### src/rtl/cx_stream_arb_pkg.sv
// Shared types and helpers for the CX DMA stream arbiter.
// Latency: n/a (declarations only).
// Backpressure: n/a (declarations only).
package cx_stream_arb_pkg;

    typedef enum logic [0:0] {
        ARB_IDLE   = 1'b0,
        ARB_LOCKED = 1'b1
    } arb_state_t;

    // Output buffer depth and the width needed to count 0..depth.
    localparam int SKID_DEPTH = 2;
    localparam int SKID_CNT_W = $clog2(SKID_DEPTH + 1);

    // Widest request vector rr_pick can scan.
    localparam int RR_MAX_SRC = 16;

    // Round-robin pick: first asserted request at or after ptr, wrapping
    // modulo n. Returns ptr unchanged when no request is asserted.
    function automatic logic [3:0] rr_pick(
        input logic [RR_MAX_SRC-1:0] req,
        input logic [3:0]            ptr,
        input int                    n
    );
        logic [3:0] pick;
        logic [4:0] idx;
        logic       found;
        pick  = ptr;
        found = 1'b0;
        for (int k = 0; k < RR_MAX_SRC; k++) begin
            // ptr < n and k < n, so one subtraction is enough to wrap.
            idx = {1'b0, ptr} + 5'(k);
            if (idx >= 5'(n)) begin
                idx = idx - 5'(n);
            end
            if (!found && (k < n) && req[idx[3:0]]) begin
                pick  = idx[3:0];
                found = 1'b1;
            end
        end
        return pick;
    endfunction

endpackage

### src/rtl/cx_stream_skid.sv
// Generic small FIFO used as the arbiter's output buffer (push/pop, count).
// Latency: a pushed entry is visible at head_dat the cycle after the push.
// Backpressure: push is dropped when full unless a pop frees a slot; caller watches count.
//
// Ports: clk/rstn (async active-low), push/push_dat write side,
//        pop/head_dat read side (head is zero when empty), count = occupancy.
module cx_stream_skid
    import cx_stream_arb_pkg::*;
#(
    parameter int WIDTH = 8
) (
    input  logic                  clk,
    input  logic                  rstn,
    input  logic                  push,
    input  logic [WIDTH-1:0]      push_dat,
    input  logic                  pop,
    output logic [WIDTH-1:0]      head_dat,
    output logic [SKID_CNT_W-1:0] count
);

    localparam int PTR_W = $clog2(SKID_DEPTH);

    logic [WIDTH-1:0] mem [SKID_DEPTH];
    logic [PTR_W-1:0] wr_ptr;
    logic [PTR_W-1:0] rd_ptr;
    logic             push_ok;
    logic             pop_ok;

    function automatic logic [PTR_W-1:0] ptr_inc(input logic [PTR_W-1:0] p);
        return (p == PTR_W'(SKID_DEPTH - 1)) ? '0 : p + 1'b1;
    endfunction

    assign pop_ok  = pop && (count != '0);
    assign push_ok = push && ((count != SKID_CNT_W'(SKID_DEPTH)) || pop_ok);

    always_ff @(posedge clk or negedge rstn) begin
        if (!rstn) begin
            wr_ptr <= '0;
            rd_ptr <= '0;
            count  <= '0;
            for (int i = 0; i < SKID_DEPTH; i++) begin
                mem[i] <= '0;
            end
        end else begin
            if (push_ok) begin
                mem[wr_ptr] <= push_dat;
                wr_ptr      <= ptr_inc(wr_ptr);
            end
            if (pop_ok) begin
                rd_ptr <= ptr_inc(rd_ptr);
            end
            case ({push_ok, pop_ok})
                2'b10:   count <= count + 1'b1;
                2'b01:   count <= count - 1'b1;
                default: count <= count;
            endcase
        end
    end

    // Empty head reads as zero so idle output fields are clean.
    assign head_dat = (count != '0) ? mem[rd_ptr] : '0;

endmodule

### src/rtl/cx_stream_arbiter.sv
// Packet-locked round-robin arbiter sharing one CX DMA stream among NUM_SRC masters.
// Latency: request -> s_tready 1 cycle; accepted beat -> m_tvalid 1 cycle; one bubble between grants.
// Backpressure: granted s_tready follows output-buffer room (count < 2); m_tready only pops the buffer.
//
// Ports: clk, rstn (async active-low);
//        s_tvalid/s_tready/s_tlast per source, s_tdata/s_tstrb/s_tid packed by source index;
//        m_tvalid/m_tready/m_tlast/m_tdata/m_tstrb/m_tid outbound stream;
//        grant_valid/grant_idx current owner; err_overlong pulses on a watchdog release.
module cx_stream_arbiter
    import cx_stream_arb_pkg::*;
#(
    parameter int NUM_SRC    = 4,
    parameter int DATA_WIDTH = 32,
    parameter int ID_WIDTH   = 8,
    parameter int TAG_SRC    = 0,
    parameter int MAX_BEATS  = 256
) (
    input  logic                           clk,
    input  logic                           rstn,
    input  logic [NUM_SRC-1:0]             s_tvalid,
    output logic [NUM_SRC-1:0]             s_tready,
    input  logic [NUM_SRC-1:0]             s_tlast,
    input  logic [NUM_SRC*DATA_WIDTH-1:0]  s_tdata,
    input  logic [NUM_SRC*DATA_WIDTH/8-1:0] s_tstrb,
    input  logic [NUM_SRC*ID_WIDTH-1:0]    s_tid,
    output logic                           m_tvalid,
    input  logic                           m_tready,
    output logic                           m_tlast,
    output logic [DATA_WIDTH-1:0]          m_tdata,
    output logic [DATA_WIDTH/8-1:0]        m_tstrb,
    output logic [ID_WIDTH-1:0]            m_tid,
    output logic                           grant_valid,
    output logic [$clog2(NUM_SRC)-1:0]     grant_idx,
    output logic                           err_overlong
);

    localparam int IDX_W  = $clog2(NUM_SRC);
    localparam int STRB_W = DATA_WIDTH / 8;
    localparam int CNT_W  = (MAX_BEATS > 1) ? $clog2(MAX_BEATS) : 1;
    localparam logic [CNT_W-1:0] LAST_BEAT = CNT_W'((MAX_BEATS == 0) ? 0 : MAX_BEATS - 1);

    typedef struct packed {
        logic                  last;
        logic [DATA_WIDTH-1:0] data;
        logic [STRB_W-1:0]     strb;
        logic [ID_WIDTH-1:0]   id;
    } beat_t;

    arb_state_t            state;
    logic [IDX_W-1:0]      rr_ptr;
    logic [IDX_W-1:0]      pick_idx;
    logic [IDX_W-1:0]      next_ptr;
    logic [CNT_W-1:0]      beat_cnt;
    logic [SKID_CNT_W-1:0] buf_count;
    logic                  buf_room;
    logic                  any_req;
    logic                  accept;
    logic                  wd_hit;
    logic                  release_grant;
    logic                  pop;
    beat_t                 push_beat;
    beat_t                 head_beat;

    // Unpack the per-source buses so the granted source can be indexed directly.
    logic [DATA_WIDTH-1:0] src_data [NUM_SRC];
    logic [STRB_W-1:0]     src_strb [NUM_SRC];
    logic [ID_WIDTH-1:0]   src_id   [NUM_SRC];
    logic [ID_WIDTH-1:0]   tagged_id;

    for (genvar i = 0; i < NUM_SRC; i++) begin : g_unpack
        assign src_data[i] = s_tdata[i*DATA_WIDTH +: DATA_WIDTH];
        assign src_strb[i] = s_tstrb[i*STRB_W +: STRB_W];
        assign src_id[i]   = s_tid[i*ID_WIDTH +: ID_WIDTH];
    end

    // Low tid bits carry the source index when tagging is enabled.
    if (TAG_SRC != 0) begin : g_tag
        if (ID_WIDTH > IDX_W) begin : g_keep_upper
            assign tagged_id = {src_id[grant_idx][ID_WIDTH-1:IDX_W], grant_idx};
        end else begin : g_idx_only
            assign tagged_id = ID_WIDTH'(grant_idx);
        end
    end else begin : g_pass
        assign tagged_id = src_id[grant_idx];
    end

    assign buf_room = buf_count < SKID_CNT_W'(SKID_DEPTH);
    assign any_req  = |s_tvalid;
    assign pick_idx = IDX_W'(rr_pick(RR_MAX_SRC'(s_tvalid), 4'(rr_ptr), NUM_SRC));
    assign next_ptr = (grant_idx == IDX_W'(NUM_SRC - 1)) ? '0 : grant_idx + 1'b1;

    assign accept = (state == ARB_LOCKED) && s_tvalid[grant_idx] && buf_room;
    assign wd_hit = (MAX_BEATS != 0) && (beat_cnt == LAST_BEAT);

    // A watchdog hit closes the packet on the way out so downstream sees a
    // well-formed (if truncated) packet.
    assign push_beat.last = s_tlast[grant_idx] | wd_hit;
    assign push_beat.data = src_data[grant_idx];
    assign push_beat.strb = src_strb[grant_idx];
    assign push_beat.id   = tagged_id;

    assign release_grant = accept && push_beat.last;

    always_comb begin
        s_tready = '0;
        if ((state == ARB_LOCKED) && buf_room) begin
            s_tready[grant_idx] = 1'b1;
        end
    end

    always_ff @(posedge clk or negedge rstn) begin
        if (!rstn) begin
            state        <= ARB_IDLE;
            rr_ptr       <= '0;
            grant_idx    <= '0;
            grant_valid  <= 1'b0;
            beat_cnt     <= '0;
            err_overlong <= 1'b0;
        end else begin
            err_overlong <= 1'b0;
            case (state)
                ARB_IDLE: begin
                    if (any_req && buf_room) begin
                        grant_idx   <= pick_idx;
                        grant_valid <= 1'b1;
                        beat_cnt    <= '0;
                        state       <= ARB_LOCKED;
                    end
                end
                ARB_LOCKED: begin
                    // The grant is kept through source-side tvalid gaps.
                    if (accept) begin
                        if (release_grant) begin
                            state        <= ARB_IDLE;
                            grant_valid  <= 1'b0;
                            rr_ptr       <= next_ptr;
                            err_overlong <= wd_hit && !s_tlast[grant_idx];
                        end else begin
                            beat_cnt <= beat_cnt + 1'b1;
                        end
                    end
                end
                default: state <= ARB_IDLE;
            endcase
        end
    end

    assign pop = m_tvalid && m_tready;

    cx_stream_skid #(
        .WIDTH ($bits(beat_t))
    ) u_skid (
        .clk      (clk),
        .rstn     (rstn),
        .push     (accept),
        .push_dat (push_beat),
        .pop      (pop),
        .head_dat (head_beat),
        .count    (buf_count)
    );

    assign m_tvalid = buf_count != '0;
    assign m_tlast  = head_beat.last;
    assign m_tdata  = head_beat.data;
    assign m_tstrb  = head_beat.strb;
    assign m_tid    = head_beat.id;

endmodule

### config.mk
export PLATFORM = sky130hd
export DESIGN_NAME = cx_stream_arbiter
export DESIGN_NICKNAME = d
export VERILOG_FILES = /design/src/rtl/cx_stream_arb_pkg.sv /design/src/rtl/cx_stream_skid.sv /design/src/rtl/cx_stream_arbiter.sv
export SDC_FILE = /design/constraint.sdc
export NUM_CORES = 1
export LEC_CHECK = 0
export ABC_AREA = 1
export BUFFER_PORTS_ARGS = -buffer_cell sky130_fd_sc_hd__buf_2
export CAP_MARGIN = 20
export CORE_UTILIZATION = 40
export CTS_CLUSTER_DIAMETER = 120
export DETAILED_ROUTE_END_ITERATION = 6
export HOLD_SLACK_MARGIN = 0.12
export PLACE_DENSITY = 0.72
export SLEW_MARGIN = 30
export SYNTH_ARGS = -nofsm -noshare
export SYNTH_HDL_FRONTEND = slang
export SYNTH_HIERARCHICAL = 1
export SYNTH_SLANG_ARGS = --single-unit
export TNS_END_PERCENT = 50
### constraint.sdc
create_clock -name clk -period 2.34 [get_ports clk]
set_clock_uncertainty 0.1 [all_clocks]
set_input_delay 0.117 -clock clk [delete_from_list [all_inputs] [get_ports clk]]
set_output_delay 0.117 -clock clk [all_outputs]
set_load 0.03 [all_outputs]
==> summary.md <==
| Metric | Value |
|---|---|
| Outcome | complete, no violations |
| Share of cells above drive strength 1 | 0.257 |
| Fill cell count | 1476 |
| Gpl congestion | 0.838 |
| Fin crit share | 0.949 |
| Vias | 7322 |
| Nets | 1426 |
| WL final | 20800 um |
| Setup Crit Path Kind | register to register |
| CP Max Fanout | 52 |
| Largest net degree at the start of global routing | 56 |
| Chip width | 131 um |
| Maximum root-to-sink buffer count | 2 |
| Peak supply drop | 0.785 mV |
| FF/Latch Area | 2730 um2 |
| Die area | 17100 um2 |
| Slew HR | 0.560 |
| DR WL/cell | 14.4 um |
| CTS Buf Count | 9 |
| FMAX | 450 MHz |
| Register area share after synthesis | 0.411 |
| Family with the most delay on the worst path | buffers and inverters |
| Worst-Skew Late Latency | 0.35 ns |
| RR Startpoint | grant_idx[0]$_DFFE_PN0P_ |
| CP max stage cell | dlygate4sd3_1 |
| Area of the multi-input gates | 3320 um2 |
| Pwr dens | 1500 nW/um2 |
| #FFs+latches synth | 109 |
| Bufs and invs on worst path | 2 |
| Syn nets | 1142 |
| Worst-margin pin slew | 0.661 ns |
| Setup TNS | 0 ns |
| Fin area | 9100 um2 |
| Post CTS Setup Buffer Count | 0 |
| Final core utilization | 0.566 |
| Setup violators final | 0 |
| GRT overflow | 0 |
| Sequential share of power | 0.243 |
| Row cnt | 46 |
| IO Pins | 241 |
| Initial core utilization | 0.413 |
| Global-route wire length before repair | 32300 um |
| Synth area leaders | dfrtp_1 (41%), nand2_1 (14%), o21ai_0 (13%) |
| Synth Cell Area | 6630 um2 |
| Synth warnings | 6 |
| Worst Setup SP | grant_idx[0]$_DFFE_PN0P_ |
| Cell mode on critical path | o21ai_0 |
| Crit path largest cell delay | 0.58 ns |
| DR vias/cell | 5.04 |
| Final Max Tran Viols | 0 |
| HPWL after DPL | 14100 um |
| Pleak | 0.00465 uW |
| Worst min-delay path class | input port to register |
| Dpl ws | 0.387 ns |
| Number of buffers inserted by port buffering | 240 |
| Vias in the first global route | 6679 |
| CP Capture Type | register |
| Post-Synthesis Cells | 946 |
| Clock root buffer | clkbuf_16 |
| TritonCTS clock tree | built |
| Post-synth cell types | 33 |
| Area post-placement | 8070 um2 |
| CTS H-tree depth | 3 |
| Antenna viol nets, final | 0 |
| Area Growth Syn to Fin | 37.2% |
| Internal power | 6740 uW |
| R2R Path End | u_skid/mem[13]$_DFFE_PN0P_ |
| CP Cell Sequence | buf_6, o21ai_0, o22ai_1, dlygate4sd3_1, nand2_1, o21ai_0 |
| Die Span Y | 131 um |
| Switching Share | 0.507 |
| Synth top area share | 0.411 |
| Crit path to | u_skid/mem[13]$_DFFE_PN0P_ |
| First-pass DRT Iterations | 5 |
| Initial antenna violation count | 1 |
| Final Hold Violating Endpoints | 0 |
| Psw | 6920 uW |
| Core Region | 16100 um2 |
| Overall routing resource usage | 0.242 |
| Worst path depth | 6 |
| Reg2reg setup slack | 0.12 ns |
| Clock power share | 0.131 |
| R2r worst-path depth | 6 |
| WP data arrival | 2.39 ns |
| PnR worst setup slack | 0.120 ns |
| Detailed router's first-iteration violation count | 502 |
| Startpoint class of the critical path | register |
| Max-Cap Viols | 0 |
| Comb power frac | 0.626 |
| RSZ-0062 raised after global routing | false |
| Post-synthesis area per instance | 7.01 um2 |
| Leading area contributor after synthesis | dfrtp_1 |
| Worst Path Required | 2.51 ns |
| DR DRC count | 0 |
| Min Clock Period, post-route | 2.22 ns |
| Clock transition at path regs | 0.07 ns |
| CTS Sinks | 109 |
how the worst min path moves through the flow:
stage                      start                          to  slack [ns]  cells past startpoint
finish                  s_tid[4]  u_skid/mem[49]$_DFFE_PN0P_        0.12                      5
global route        s_tdata[102]  u_skid/mem[63]$_DFFE_PN0P_        0.13                      5
CTS                     s_tid[4]  u_skid/mem[49]$_DFFE_PN0P_        0.12                      5
detailed placement          rstn  u_skid/mem[41]$_DFFE_PN0P_      -0.007                      1
global placement            rstn  u_skid/mem[41]$_DFFE_PN0P_      -0.007                      1
floorplan                   rstn     beat_cnt[0]$_DFFE_PN0P_       -0.28                      0
worst register-to-register path, cell delays in order (launching register included):
cell,delay (ns)
dfrtp_2,0.45
buf_6,0.34
o21ai_0,0.31
o22ai_1,0.24
dlygate4sd3_1,0.58
nand2_1,0.05
o21ai_0,0.08
what timing repair did:
item                                   CTS  global route
setup endpoints to repair                0            49
gates resized for setup                  0             7
endpoints found under the hold margin  162             0
hold buffers                            65             0
power by group through the flow:
stage          clock network (uW)  logic (uW)  registers, uW
6_report                     1790        8550           3310
3_5_place_dp                    0        7990           3330
5_1_grt                      1890        9480           3420
3_3_place_gp                    0        7860           3300
2_1_floorplan                   0        5780           3160
4_1_cts                      1820        8460           3300
cell type report:
cell class,instances,share of cell area
sequential,109,0.300
clock inverter,5,0.0117
tap,216,0.0297
antenna,1,0.000275
clock buffer,11,0.0267
multi-input combinational,702,0.365
timing repair buffer,335,0.236
inverter,73,0.0304
per-stage QoR:
step | std cells | hold WS (ns) | total power [uW]
final | 1452 | 0.125 | 13700
after CTS | 1451 | 0.120 | 13600
after floorplan | 946 | -0.279 | 8940
after detailed placement | 1370 | -0.00671 | 11300
after global routing | 1452 | 0.134 | 14800
after global placement | 1370 | -0.00708 | 11200
state kept, by name, summed over array words and instances (netlist names):
name           count
state              1
err_overlong       1
u_skid/mem        90
u_skid/count       2
u_skid/wr_ptr      1
grant_valid        1
u_skid/rd_ptr      1
beat_cnt           8
rr_ptr             2
grant_idx          2
metal layers:
metal / share of wire / global-route usage / vias to the layer above / wire [um]
li1: - / - / 3656 / -
met3: 0.055 / 0.0517 / 24 / 1140
met2: 0.49 / 0.409 / 240 / 10200
met4: 0.016 / 0.0656 / 0 / 328
met1: 0.44 / 0.314 / 3402 / 9210
met5: 0 / 0 / - / 0
cell usage in the layout (no fill, tap or decap), types with 15 or more instances in the layout:
master and instances:
dlygate4sd3_1 65, buf_4 22, inv_1 66, nand3_1 26
a21oi_1 47, nor2_1 112, dfrtp_1 106, buf_2 239
o21ai_1 15, nand2_1 247, o21ai_0 166, o22ai_1 44
cells by family (layout without fill, tap and decap cells):
kind of cell,after synthesis,after routing,synth area share
fa+ha+maj,9,9,0.0170
compound gates,276,276,0.219
xor+xnor,6,6,0.00793
simple gates,411,411,0.255
flops,109,109,0.411
buf+inv,135,424,0.0893
other cells,0,1,0
cells in the mapped netlist (all sizes together):
| library cell | number |
|---|---|
| or2 | 1 |
| nor2 | 118 |
| o31ai | 1 |
| nand3 | 27 |
| a21oi | 47 |
| o211ai | 1 |
| o21a | 1 |
| nand4 | 3 |
| nor3 | 1 |
| xor2 | 4 |
| dfrtp | 109 |
| o21ai | 182 |
| nor4 | 1 |
| nand2 | 259 |
| clkbuf | 34 |
| o22ai | 44 |
| nand3b | 1 |
| ha | 9 |
| buf | 28 |
| xnor2 | 2 |
| inv | 73 |
Power figures use the tool's default switching activity.
